## src/rtl/alu_pkg.sv

```systemverilog
// Shared decode definitions: ALU operation codes, RV32I opcodes, and the
// payload that travels from the decoder through the operand buffer.
package alu_pkg;

    typedef enum logic [3:0] {
        ALU_ADD   = 4'b0000,
        ALU_SUB   = 4'b0001,
        ALU_AND   = 4'b0010,
        ALU_OR    = 4'b0011,
        ALU_XOR   = 4'b0100,
        ALU_SLT   = 4'b0101,
        ALU_SLTU  = 4'b0110,
        ALU_SLL   = 4'b0111,
        ALU_SRL   = 4'b1000,
        ALU_SRA   = 4'b1001,
        ALU_PASSB = 4'b1111
    } aluctrl_e;

    localparam logic [6:0] OPC_OP     = 7'b0110011;
    localparam logic [6:0] OPC_OP_IMM = 7'b0010011;
    localparam logic [6:0] OPC_LUI    = 7'b0110111;
    localparam logic [6:0] OPC_AUIPC  = 7'b0010111;
    localparam logic [6:0] OPC_LOAD   = 7'b0000011;
    localparam logic [6:0] OPC_STORE  = 7'b0100011;
    localparam logic [6:0] OPC_BRANCH = 7'b1100011;

    localparam logic [6:0] F7_BASE = 7'b0000000;
    localparam logic [6:0] F7_ALT  = 7'b0100000;

    // Compare select for non-branch entries; the ALU compare output is 0 for it.
    localparam logic [2:0] F3_NONBRANCH = 3'b010;

    typedef struct packed {
        logic [31:0] op1;
        logic [31:0] op2;
        aluctrl_e    aluctrl;
        logic [2:0]  funct3;
        logic        is_branch;
        logic        illegal;
    } alu_payload_t;

endpackage

```

## src/rtl/alu_decoder.sv

```systemverilog
// Combinational RV32I decode: instruction word plus operands into ALU payload.
module alu_decoder
    import alu_pkg::*;
(
    input  logic [31:0]  instr,
    input  logic [31:0]  pc,
    input  logic [31:0]  rs1,
    input  logic [31:0]  rs2,
    output alu_payload_t payload
);

    logic [6:0]   opcode;
    logic [2:0]   f3;
    logic [6:0]   f7;
    logic [31:0]  imm_i;
    logic [31:0]  imm_s;
    logic [31:0]  imm_u;
    logic         bad;
    alu_payload_t p;

    assign opcode = instr[6:0];
    assign f3     = instr[14:12];
    assign f7     = instr[31:25];
    assign imm_i  = {{20{instr[31]}}, instr[31:20]};
    assign imm_s  = {{20{instr[31]}}, instr[31:25], instr[11:7]};
    assign imm_u  = {instr[31:12], 12'b0};

    // Decode by opcode; any illegal form collapses to a zeroed ADD at the end.
    always_comb begin
        p         = '0;
        p.aluctrl = ALU_ADD;
        p.funct3  = F3_NONBRANCH;
        bad       = 1'b0;
        case (opcode)
            OPC_OP: begin
                p.op1 = rs1;
                p.op2 = rs2;
                if (f7 == F7_BASE) begin
                    case (f3)
                        3'b000:  p.aluctrl = ALU_ADD;
                        3'b001:  p.aluctrl = ALU_SLL;
                        3'b010:  p.aluctrl = ALU_SLT;
                        3'b011:  p.aluctrl = ALU_SLTU;
                        3'b100:  p.aluctrl = ALU_XOR;
                        3'b101:  p.aluctrl = ALU_SRL;
                        3'b110:  p.aluctrl = ALU_OR;
                        default: p.aluctrl = ALU_AND;
                    endcase
                end else if (f7 == F7_ALT && f3 == 3'b000) begin
                    p.aluctrl = ALU_SUB;
                end else if (f7 == F7_ALT && f3 == 3'b101) begin
                    p.aluctrl = ALU_SRA;
                end else begin
                    bad = 1'b1;
                end
                // The ALU shifts by the whole op2, so only the shamt bits may survive.
                if (p.aluctrl == ALU_SLL || p.aluctrl == ALU_SRL || p.aluctrl == ALU_SRA)
                    p.op2 = {27'b0, rs2[4:0]};
            end
            OPC_OP_IMM: begin
                p.op1 = rs1;
                p.op2 = imm_i;
                case (f3)
                    3'b000: p.aluctrl = ALU_ADD;
                    3'b010: p.aluctrl = ALU_SLT;
                    3'b011: p.aluctrl = ALU_SLTU;
                    3'b100: p.aluctrl = ALU_XOR;
                    3'b110: p.aluctrl = ALU_OR;
                    3'b111: p.aluctrl = ALU_AND;
                    3'b001: begin
                        p.aluctrl = ALU_SLL;
                        p.op2     = {27'b0, instr[24:20]};
                        bad       = (f7 != F7_BASE);
                    end
                    default: begin
                        p.aluctrl = instr[30] ? ALU_SRA : ALU_SRL;
                        p.op2     = {27'b0, instr[24:20]};
                        bad       = (f7 != F7_BASE) && (f7 != F7_ALT);
                    end
                endcase
            end
            OPC_LUI: begin
                p.aluctrl = ALU_PASSB;
                p.op2     = imm_u;
            end
            OPC_AUIPC: begin
                p.op1 = pc;
                p.op2 = imm_u;
            end
            OPC_LOAD: begin
                p.op1 = rs1;
                p.op2 = imm_i;
            end
            OPC_STORE: begin
                p.op1 = rs1;
                p.op2 = imm_s;
            end
            OPC_BRANCH: begin
                p.op1       = rs1;
                p.op2       = rs2;
                p.aluctrl   = ALU_SUB;
                p.funct3    = f3;
                p.is_branch = 1'b1;
                bad         = (f3 == 3'b010) || (f3 == 3'b011);
            end
            default: bad = 1'b1;
        endcase
        if (bad) begin
            p         = '0;
            p.aluctrl = ALU_ADD;
            p.funct3  = F3_NONBRANCH;
            p.illegal = 1'b1;
        end
        payload = p;
    end

endmodule

```

## src/rtl/alu_decode_pipe.sv

```systemverilog
// Decode stage with a two-entry elastic buffer (output register + skid).
//
// Handshake: a transfer happens on a rising edge where valid && ready are both
// high. in_ready is a register (!skid_valid), so there is no combinational path
// from out_ready back to in_ready. While out_valid && !out_ready the outputs
// hold; an input accepted in that state parks in the skid register, and the
// skid entry always drains before any newer input so order is preserved.
module alu_decode_pipe
    import alu_pkg::*;
#(
    parameter int D_WIDTH = 32
) (
    input  logic               clk,
    input  logic               rst,
    input  logic               in_valid,
    output logic               in_ready,
    input  logic [31:0]        instr,
    input  logic [D_WIDTH-1:0] pc,
    input  logic [D_WIDTH-1:0] rs1_data,
    input  logic [D_WIDTH-1:0] rs2_data,
    input  logic               flush,
    output logic               out_valid,
    input  logic               out_ready,
    output logic [D_WIDTH-1:0] aluop1,
    output logic [D_WIDTH-1:0] aluop2,
    output logic [3:0]         aluctrl,
    output logic [2:0]         funct3,
    output logic               is_branch,
    output logic               illegal
);

    alu_payload_t dec;
    alu_payload_t out_q;
    alu_payload_t skid_q;
    logic         out_v_q;
    logic         skid_v_q;
    logic         accept;
    logic         out_free;

    alu_decoder u_dec (
        .instr   (instr),
        .pc      (pc),
        .rs1     (rs1_data),
        .rs2     (rs2_data),
        .payload (dec)
    );

    assign in_ready = !skid_v_q;
    assign accept   = in_valid && in_ready;
    assign out_free = !out_v_q || out_ready;

    // Buffer control: reset beats flush, flush beats acceptance, skid beats input.
    always_ff @(posedge clk) begin
        if (rst) begin
            out_v_q  <= 1'b0;
            skid_v_q <= 1'b0;
            out_q    <= '0;
            skid_q   <= '0;
        end else if (flush) begin
            out_v_q  <= 1'b0;
            skid_v_q <= 1'b0;
        end else if (out_free) begin
            if (skid_v_q) begin
                out_q    <= skid_q;
                out_v_q  <= 1'b1;
                skid_v_q <= 1'b0;
            end else begin
                out_v_q <= accept;
                if (accept)
                    out_q <= dec;
            end
        end else if (accept) begin
            skid_q   <= dec;
            skid_v_q <= 1'b1;
        end
    end

    assign out_valid = out_v_q;
    assign aluop1    = out_q.op1;
    assign aluop2    = out_q.op2;
    assign aluctrl   = out_q.aluctrl;
    assign funct3    = out_q.funct3;
    assign is_branch = out_q.is_branch;
    assign illegal   = out_q.illegal;

endmodule
```

## config.mk

```make
export PLATFORM = sky130hd
export DESIGN_NAME = alu_decode_pipe
export DESIGN_NICKNAME = d
export VERILOG_FILES = /design/src/rtl/alu_pkg.sv /design/src/rtl/alu_decoder.sv /design/src/rtl/alu_decode_pipe.sv
export SDC_FILE = /design/constraint.sdc
export NUM_CORES = 1
export LEC_CHECK = 0
export BUFFER_PORTS_ARGS = -buffer_cell sky130_fd_sc_hd__buf_2
export CORE_MARGIN = 4
export CORE_UTILIZATION = 25
export CTS_BUF_LIST = sky130_fd_sc_hd__clkbuf_4 sky130_fd_sc_hd__clkbuf_8
export CTS_CLUSTER_DIAMETER = 80
export DETAILED_ROUTE_END_ITERATION = 10
export GPL_TIMING_DRIVEN = 0
export HOLD_SLACK_MARGIN = 0.12
export PLACE_DENSITY_LB_ADDON = 0.05
export SLEW_MARGIN = 15
export SYNTH_ARGS = -nofsm -noshare
export SYNTH_HDL_FRONTEND = slang
export SYNTH_SLANG_ARGS = --single-unit
```

## constraint.sdc

```tcl
create_clock -name clk -period 4.7 [get_ports clk]
set_input_delay 0.235 -clock clk [delete_from_list [all_inputs] [get_ports clk]]
set_output_delay 0.235 -clock clk [all_outputs]
set_load 0.01 [all_outputs]
```

==> impl_metrics.csv, run 1 <==
group,metric,value,unit
status,outcome,"finished, final reports clean",
run,drv_cap,0,
placement,place.port_buffers,203,
clock_network,clockBufferDepth,2,
synthesis,synth_top_family_by_area,"compound AO/OA/AOI/OAI gates",
sta,rsz0062_at_grt,"no",
floorplan,die_w,173,um
synthesis,synth-simple-area-share,14.9,%
route,drt.antenna.violating_nets,0,
critical_path,slowest_stage,"nor3_1",
cells_and_area,final_common_cell,"buf_2",
clock_network,cts_setup_buffers,0,
critical_path,worst-setup-path-type,"register to register",
synthesis,synth-main-ff-cell,"dfxtp_1",
clock_network,cts_buffers,17,
floorplan,start_util,25.3,%
floorplan,core.rowCount,60,
route,first_pass_iters,4,
floorplan,dieArea,29800,um2
power_and_ir_drop,peakVddDrop,123,uV
sta,clock_skew,0.0134,ns
critical_path,path_buf_inv,2,
critical_path,timing.critical_path.arrival,3.25,ns
clock_network,clock_sinks,148,
route,via_per_inst,4.91,
critical_path,cp_top_family,"simple AND/OR/NAND/NOR gates",
sta,timing.final.max_slew_violations,0,
synthesis,seq_area_frac_synth,43.7,%
critical_path,worst_setup_path_end_kind,"register",
cells_and_area,drive_above_1_share,24.8,%
global_routing,grt_pass1_vias,7382,
synthesis,synth_fa_ha_area_share,0,%
global_routing,grt_usage,18.6,%
placement,gp_congestion,0.806,
synthesis,synth-edff-count,0,
cells_and_area,nNetsFinal,1240,
route,routedWlPerCell,19.2,um
global_routing,grt_pass1_wl,44.0,mm
synthesis,async_flop_share,0,%
route,first_iter_violations,377,
sta,maxSlewHeadroom,24.1,%
power_and_ir_drop,power.leakage,0.00370,uW
route,drc,0,
placement,post-place-ws,1.67,ns
sta,fin_crit_sh,61.2,%
synthesis,synth_xor_area_share,0.517,%
clock_network,clk_latency,0.45,ns
sta,min_period,2.88,ns
floorplan,die_h,173,um
synthesis,muxShareOfSynthArea,0.148,%
hold_path,hp-class,"input pin to register",
global_routing,grt_max_degree,17,
placement,dpl.hpwl,21.0,mm
clock_network,clk_pin_slew,0.09,ns
synthesis,syn_avg_cell_area,8.55,um2
cells_and_area,finalInstanceArea,9560,um2
sta,hold_violations,0,
clock_network,cts_resized,0,
placement,placed_area,8220,um2
critical_path,cp.required,5.08,ns
cells_and_area,antenna-diode-count,0,
sta,setup_viol,0,
synthesis,netlist-cell-type-count,54,
clock_network,cts_root_buf,"clkbuf_8",
synthesis,synth_compound_area_share,34.9,%
sta,hold_slack,0.140,ns
synthesis,yosys_warnings,0,
synthesis,synth_seq_cells,148,
cells_and_area,final_cell_mix,"212 x buf_2, 148 x dfxtp_1, 92 x dlygate4sd3_1",
power_and_ir_drop,power_density,280,nW/um2
global_routing,grt_antenna_before_repair,1,
power_and_ir_drop,finalPower,2680,uW
cells_and_area,area.growth.synth_to_final,41.1,%
sta,clock.fmax,347,MHz
synthesis,synth_area,6780,um2
synthesis,syn_nets,926,
sta,tightest_slew,1.14,ns
floorplan,io-pin-count,208,
sta,finalSetupTns,0,ns
clock_network,h-tree-depth,4,
critical_path,critPathMaxStageDelay,0.87,ns
route,wl,28.1,mm
route,num_vias,7172,
clock_network,cts_tree,"done",
critical_path,crit_path_start_kind,"register",
critical_path,cp_cell_sequence,"nor2_1 > nor3_1 > clkbuf_1 > clkbuf_1 > nor2_1 > a211oi_1",
floorplan,fp.coreArea,26800,um2
critical_path,cp_max_fo,10,
synthesis,synth_cells,793,
sta,worst_slack,1.82,ns
global_routing,overflow,0,
## through the flow
step / std cells / util [%]
4_1_cts: 1460 / 35.7
3_3_place_gp: 1337 / 30.7
2_1_floorplan: 793 / -
3_5_place_dp: 1337 / 30.7
6_report: 1460 / 35.7
5_1_grt: 1460 / 35.7
## layer usage
layer	vias to the layer above	global-route usage, %	wire (um)
li1	3619	-	-
met1	3327	25.1	13200
met2	201	30.6	13000
met3	23	4.09	1450
met4	2	4.59	405
met5	-	0	13
## flip-flops by register name, indices dropped and copies added (netlist names), 3 cells and up
| register | count |
|---|---|
| aluctrl | 4 |
| skid_q | 73 |
| funct3 | 3 |
| aluop2 | 32 |
| aluop1 | 32 |
## logic make-up (layout without fill, tap and decap cells)
family,Yosys count,after routing
compound gates,345,345
simple gates,206,206
flops,148,148
buf+inv,89,415
xor+xnor,4,4
mux,1,1
## path summary, 6_finish.rpt
kind	slack (ns)	cells after the start	end	from
hold reg to reg	0.44	2	skid_q[6]	skid_q[6]
setup / recovery	1.82	6	aluop1[14]	skid_v_q
setup reg to reg	1.82	6	aluop1[14]	skid_v_q
hold / removal	0.14	4	aluop2[3]	instr[10]
## where the power goes
group	internal, uW	switching, uW	total (uW)
logic	135	179	315
clock network	545	533	1080
registers	1270	10.9	1280
## repair_timing
item                                    4_1_cts  5_1_grt
hold buffers                                 92        0
endpoints found under the setup margin        0        0
hold endpoints to repair                     67        0
## area by class of cell
| type | instances | area, um2 |
|---|---|---|
| inverters | 4 | 15.0 |
| multi-input cells | 556 | 3420 |
| repair buffers | 295 | 1940 |
| well taps | 341 | 427 |
| fillers | 2843 | 17200 |
| clock inverters | 13 | 173 |
| clock buffers | 18 | 248 |
| plain buffers | 85 | 383 |
| flip-flops and latches | 148 | 2960 |
## cell usage after synthesis (6+ instances only)
cell,number,area share (%)
a211o_1,29,3.7
a211oi_1,32,3.5
a21oi_1,81,6.0
a221oi_1,19,2.5
a22o_1,7,0.90
a22oi_1,43,4.8
and3_1,40,3.7
buf_2,9,0.66
buf_6,7,1.2
clkbuf_1,68,3.8
dfxtp_1,148,44
nand2_1,82,4.5
nand2b_1,6,0.55
nor2_1,39,2.2
nor3_1,6,0.44
o21ai_0,13,0.96
o21ai_1,40,3.0
o21ai_2,20,2.6
o22ai_1,32,3.0
## worst register-to-register path, cell delays in order, from the launching register on
cell and delay [ns]:
dfxtp_1 0.49, nor2_1 0.14, nor3_1 0.87, clkbuf_1 0.51, clkbuf_1 0.49, nor2_1 0.09, a211oi_1 0.22
Power figures use the tool's default switching activity.
==> run 2: changes to the inputs <==
- clock period: 4.7 -> 2.6 ns (I/O delays scaled with it)
==> impl_metrics.csv, run 2 (synthesis gave the netlist of run 1 again) <==
group,metric,value,unit
critical_path,cp.required,2.98,ns
sta,timing.final.max_slew_violations,0,
floorplan,core.rowCount,60,
floorplan,die_w,173,um
power_and_ir_drop,finalPower,4880,uW
clock_network,clockBufferDepth,2,
clock_network,h-tree-depth,4,
sta,hold_violations,0,
sta,clock.fmax,411,MHz
placement,dpl.hpwl,21.0,mm
power_and_ir_drop,power.leakage,0.00388,uW
route,first_pass_iters,5,
sta,rsz0062_at_grt,"no",
power_and_ir_drop,peakVddDrop,221,uV
global_routing,grt_max_degree,17,
sta,maxSlewHeadroom,32.5,%
global_routing,grt_usage,18.8,%
global_routing,grt_antenna_before_repair,1,
placement,gp_congestion,0.806,
floorplan,die_h,173,um
cells_and_area,nNetsFinal,1276,
global_routing,grt_pass1_vias,7548,
clock_network,cts_setup_buffers,0,
global_routing,grt_pass1_wl,44.6,mm
clock_network,clk_pin_slew,0.09,ns
critical_path,worst_setup_path_end_kind,"register",
critical_path,cp_max_fo,10,
cells_and_area,final_common_cell,"buf_2",
critical_path,worstSetupStartpoint,"instr[2]",
sta,min_period,2.44,ns
hold_path,hp-class,"input pin to register",
run,drv_cap,0,
cells_and_area,antenna-diode-count,0,
critical_path,r2r_slack,0.22,ns
cells_and_area,regMostFlops,"skid_q",
cells_and_area,drive_above_1_share,24.7,%
route,drt.antenna.violating_nets,0,
route,drc,0,
sta,tightest_slew,1.00,ns
cells_and_area,area.growth.synth_to_final,46.8,%
clock_network,clock_sinks,148,
status,outcome,"finished, final reports clean",
cells_and_area,final_cells,1496,
hold_path,hold_path_depth,3,
clock_network,cts_root_buf,"clkbuf_8",
route,via_per_inst,4.91,
clock_network,clk_latency,0.45,ns
route,num_vias,7352,
global_routing,overflow,0,
clock_network,cts_tree,"done",
critical_path,worst-setup-path-type,"input pin to register",
route,routedWlPerCell,19.1,um
placement,dp.cells,1337,
sta,finalSetupTns,0,ns
cells_and_area,largest_reg_flops,73,
floorplan,io-pin-count,208,
floorplan,dieArea,29800,um2
critical_path,reg2reg_to,"aluop2[27]",
critical_path,crit_path_start_kind,"input pin",
sta,fin_crit_sh,93.7,%
floorplan,start_util,25.3,%
hold_path,hp-start,"instr[25]",
critical_path,timing.critical_path.arrival,2.82,ns
sta,clock_skew,0.0132,ns
power_and_ir_drop,power_density,491,nW/um2
route,wl,28.6,mm
placement,place.port_buffers,203,
critical_path,reg2reg_from,"skid_v_q",
cells_and_area,final_cell_mix,"212 x buf_2, 148 x dfxtp_1, 129 x dlygate4sd3_1",
cells_and_area,nFillCells,2819,
floorplan,fp.coreArea,26800,um2
hold_path,whs_endpoint,"aluop2[25]",
critical_path,r2r_cells,7,
clock_network,cts_buffers,17,
route,first_iter_violations,389,
sta,setup_viol,0,
-- run 2: cell types whose count changed in the layout (fill, tap and decap cells not counted), sizes merged --
| cell | change |
|---|---|
| dlygate4sd3 | +37 |
| clkbuf | -1 |
-- run 2: cell type report --
class	count	area [um2]	area share, %
multi-input combinational	556	3430	34.5
sequential	148	2960	29.8
timing repair buffer	332	2310	23.2
tap	341	427	4.29
buffer	84	387	3.88
clock buffer	18	248	2.49
clock inverter	13	173	1.73
inverter	4	15.0	0.151
-- run 2: how the worst max path moves through the flow --
stage               slack [ns]    endpoint
CTS                       0.01  skid_q[70]
global route              0.01  aluop2[27]
global placement         -0.35  aluop1[24]
floorplan                 0.76  skid_q[49]
finish                    0.16  skid_q[69]
detailed placement       -0.37  aluop1[20]
-- run 2: report_power, final --
group | internal (uW) | leakage (uW) | switching, uW
Sequential | 2300 | 0.00120 | 19.8
Combinational | 278 | 0.00247 | 334
Clock | 986 | 0.000210 | 965
Total | 3570 | 0.00388 | 1320
-- run 2: timing repair --
action | in CTS | in global routing
hold endpoints to repair | 101 | 1
hold buffers | 128 | 1
gates resized for setup | 4 | 8
setup endpoints to repair | 53 | 46
-- run 2: metal layers --
metal / global-route usage, % / wire (um) / vias up
met1: 25.0 / 13400 / 3434
li1: - / - / 3685
met5: 0 / 13 / -
met3: 4.15 / 1400 / 25
met4: 4.92 / 406 / 2
met2: 31.2 / 13300 / 206
-- run 2: critical path, stage by stage --
cell and delay (ns):
buf_2 0.14, and4bb_1 0.43, a21boi_1 0.78, clkbuf_1 0.42, a22oi_1 0.19, dlygate4sd3_1 0.60, o21ai_1 0.13
-- run 2: metrics by stage --
stage	setup WS (ns)	utilization, %	hold slack (ns)	cell area, um2
after global routing	0.0125	37.1	0.144	9950
after detailed placement	-0.371	30.7	0.383	8220
after floorplan	0.763	-	0.208	6780
after global placement	-0.354	30.7	0.385	8220
after CTS	0.0115	37.1	0.123	9930
final	0.165	37.1	0.147	9950
==> run 3: changes to the inputs <==
- PLACE_DENSITY: not set -> 0.52
- PLACE_DENSITY_LB_ADDON: 0.05 -> not set
==> impl_metrics.csv, run 3 (synthesis gave the netlist of run 1 again) <==
group,metric,value,unit
placement,place.port_buffers,203,
global_routing,grt_max_degree,19,
critical_path,critPathMostFrequentCell,"a22o_1",
placement,dpl.hpwl,19.9,mm
cells_and_area,final_cell_mix,"211 x buf_2, 148 x dfxtp_1, 129 x dlygate4sd3_1",
floorplan,die_h,173,um
power_and_ir_drop,peakVddDrop,253,uV
cells_and_area,largest_reg_flops,73,
status,outcome,"finished, final reports clean",
sta,hold_violations,0,
floorplan,dieArea,29800,um2
critical_path,r2r_cells,7,
route,wl,27.6,mm
route,num_vias,7518,
critical_path,critPathMaxStageDelay,0.85,ns
critical_path,worst-setup-path-type,"input pin to register",
cells_and_area,antenna-diode-count,0,
clock_network,cts_root_buf,"clkbuf_8",
route,drt.antenna.violating_nets,0,
cells_and_area,utilization,37.2,%
critical_path,cp_cell_sequence,"buf_2 > and4bb_1 > a21boi_1 > clkbuf_1 > a22o_1 > dlygate4sd3_1 > a22o_1",
hold_path,hp-class,"input pin to register",
power_and_ir_drop,p_int,3310,uW
power_and_ir_drop,finalPower,4780,uW
cells_and_area,final-seq-area,2960,um2
sta,min_period,2.56,ns
route,first_iter_violations,451,
cells_and_area,nFillCells,2838,
cells_and_area,final_common_cell,"buf_2",
cells_and_area,drive_above_1_share,24.8,%
cells_and_area,final_cells,1498,
critical_path,cp-endpoint,"skid_q[72]",
critical_path,crit_path_start_kind,"input pin",
clock_network,h-tree-depth,4,
cells_and_area,regMostFlops,"skid_q",
clock_network,clk_pin_slew,0.10,ns
global_routing,grt_pass1_wl,43.1,mm
critical_path,worst_setup_path_end_kind,"register",
floorplan,die_w,173,um
critical_path,cp.required,3.00,ns
critical_path,timing.critical_path.arrival,2.96,ns
cells_and_area,multi_input_area,3440,um2
global_routing,grt_pass1_vias,7431,
clock_network,clock_sinks,148,
critical_path,reg2reg_from,"out_valid",
global_routing,grt_usage,18.1,%
sta,maxSlewHeadroom,32.5,%
floorplan,io-pin-count,208,
sta,rsz0062_at_grt,"no",
sta,tightest_slew,1.01,ns
route,first_pass_iters,5,
power_and_ir_drop,pwr-share-comb,12.4,%
floorplan,core.rowCount,60,
power_and_ir_drop,power_frac_clock,39.0,%
critical_path,r2r_slack,0.24,ns
run,drv_cap,0,
cells_and_area,area.growth.synth_to_final,47.0,%
cells_and_area,nNetsFinal,1277,
route,drc,0,
floorplan,fp.coreArea,26800,um2
sta,hold_slack,0.158,ns
global_routing,overflow,0,
sta,clock_skew,0.0164,ns
placement,gp_congestion,0.839,
critical_path,cp_max_fo,10,
power_and_ir_drop,swShare,30.7,%
sta,clock.fmax,391,MHz
power_and_ir_drop,p_seq_share,48.6,%
clock_network,cts_buffers,17,
clock_network,cts_tree,"done",
sta,setup_viol,0,
power_and_ir_drop,power_density,479,nW/um2
route,via_per_inst,5.02,
floorplan,start_util,25.3,%
placement,dp.cells,1337,
critical_path,reg2reg_to,"aluop2[26]",
global_routing,grt_antenna_before_repair,4,
sta,fin_crit_sh,98.4,%
critical_path,worstSetupStartpoint,"instr[2]",
clock_network,clockBufferDepth,2,
route,routedWlPerCell,18.4,um
critical_path,slowest_stage,"a21boi_1",
power_and_ir_drop,power.leakage,0.00384,uW
clock_network,cts_setup_buffers,0,
sta,timing.final.max_slew_violations,0,
clock_network,clk_latency,0.46,ns
power_and_ir_drop,power_switching,1470,uW
[run 3: cell count changes in the layout (fill, tap and decap cells not counted), moves of 2 or more]
cell,previous run,this run
inv_6,4,0
bufinv_16,3,0
clkbuf_1,61,63
inv_8,0,4
clkinv_8,0,7
[run 3: worst max-delay path, delay by kind of cell]
kind | cells | cell delay, ns
simple gates | 1 | 0.39
compound gates | 3 | 1.28
buf+inv | 3 | 1.16
[run 3: layout make-up]
| cell class | count | share of cell area (%) |
|---|---|---|
| multi-input combinational | 556 | 34.5 |
| sequential | 148 | 29.7 |
| timing repair buffer | 332 | 23.1 |
| tap | 341 | 4.28 |
| buffer | 85 | 3.93 |
| clock buffer | 17 | 2.35 |
| clock inverter | 15 | 1.93 |
| inverter | 4 | 0.151 |
[run 3: power groups by stage]
| stage | sequential [uW] | clock, uW | combinational (uW) |
|---|---|---|---|
| 6_report | 2320 | 1860 | 594 |
| 3_3_place_gp | 2370 | 0 | 483 |
| 2_1_floorplan | 2390 | 0 | 212 |
| 5_1_grt | 2330 | 2020 | 646 |
| 4_1_cts | 2320 | 1900 | 590 |
| 3_5_place_dp | 2370 | 0 | 485 |
[run 3: repair_timing]
| action | 4_1_cts | 5_1_grt |
|---|---|---|
| setup endpoints to repair | 38 | 67 |
| hold endpoints to repair | 102 | 1 |
| hold buffers | 128 | 1 |
| resized for setup | 2 | 11 |
[run 3: worst min path at each step]
| stage | slack (ns) | cells after the start | to | startpoint |
|---|---|---|---|---|
| after CTS | 0.12 | 3 | skid_q[35] | instr[26] |
| after global placement | 0.36 | 2 | out_valid | flush |
| final | 0.16 | 3 | aluop2[5] | instr[25] |
| after global routing | 0.14 | 3 | skid_q[35] | instr[26] |
| after detailed placement | 0.37 | 2 | out_valid | flush |
| after floorplan | 0.21 | 1 | out_valid | flush |
[run 3: layer usage]
| layer | part of all wire (%) | track usage [%] |
|---|---|---|
| met1 | 45 | 23.7 |
| met2 | 47 | 29.9 |
| met5 | 0.17 | 0 |
| met4 | 1.8 | 4.66 |
| met3 | 6.3 | 4.66 |
[run 3: per-stage QoR]
step / setup slack, ns / area, um2 / setup TNS (ns)
after floorplan: 0.763 / 6780 / 0
after global placement: -0.380 / 8220 / -11.28
after detailed placement: -0.216 / 8230 / -3.81
after CTS: 0.00703 / 9940 / 0
after global routing: 0.0108 / 9970 / 0
final: 0.0407 / 9970 / 0
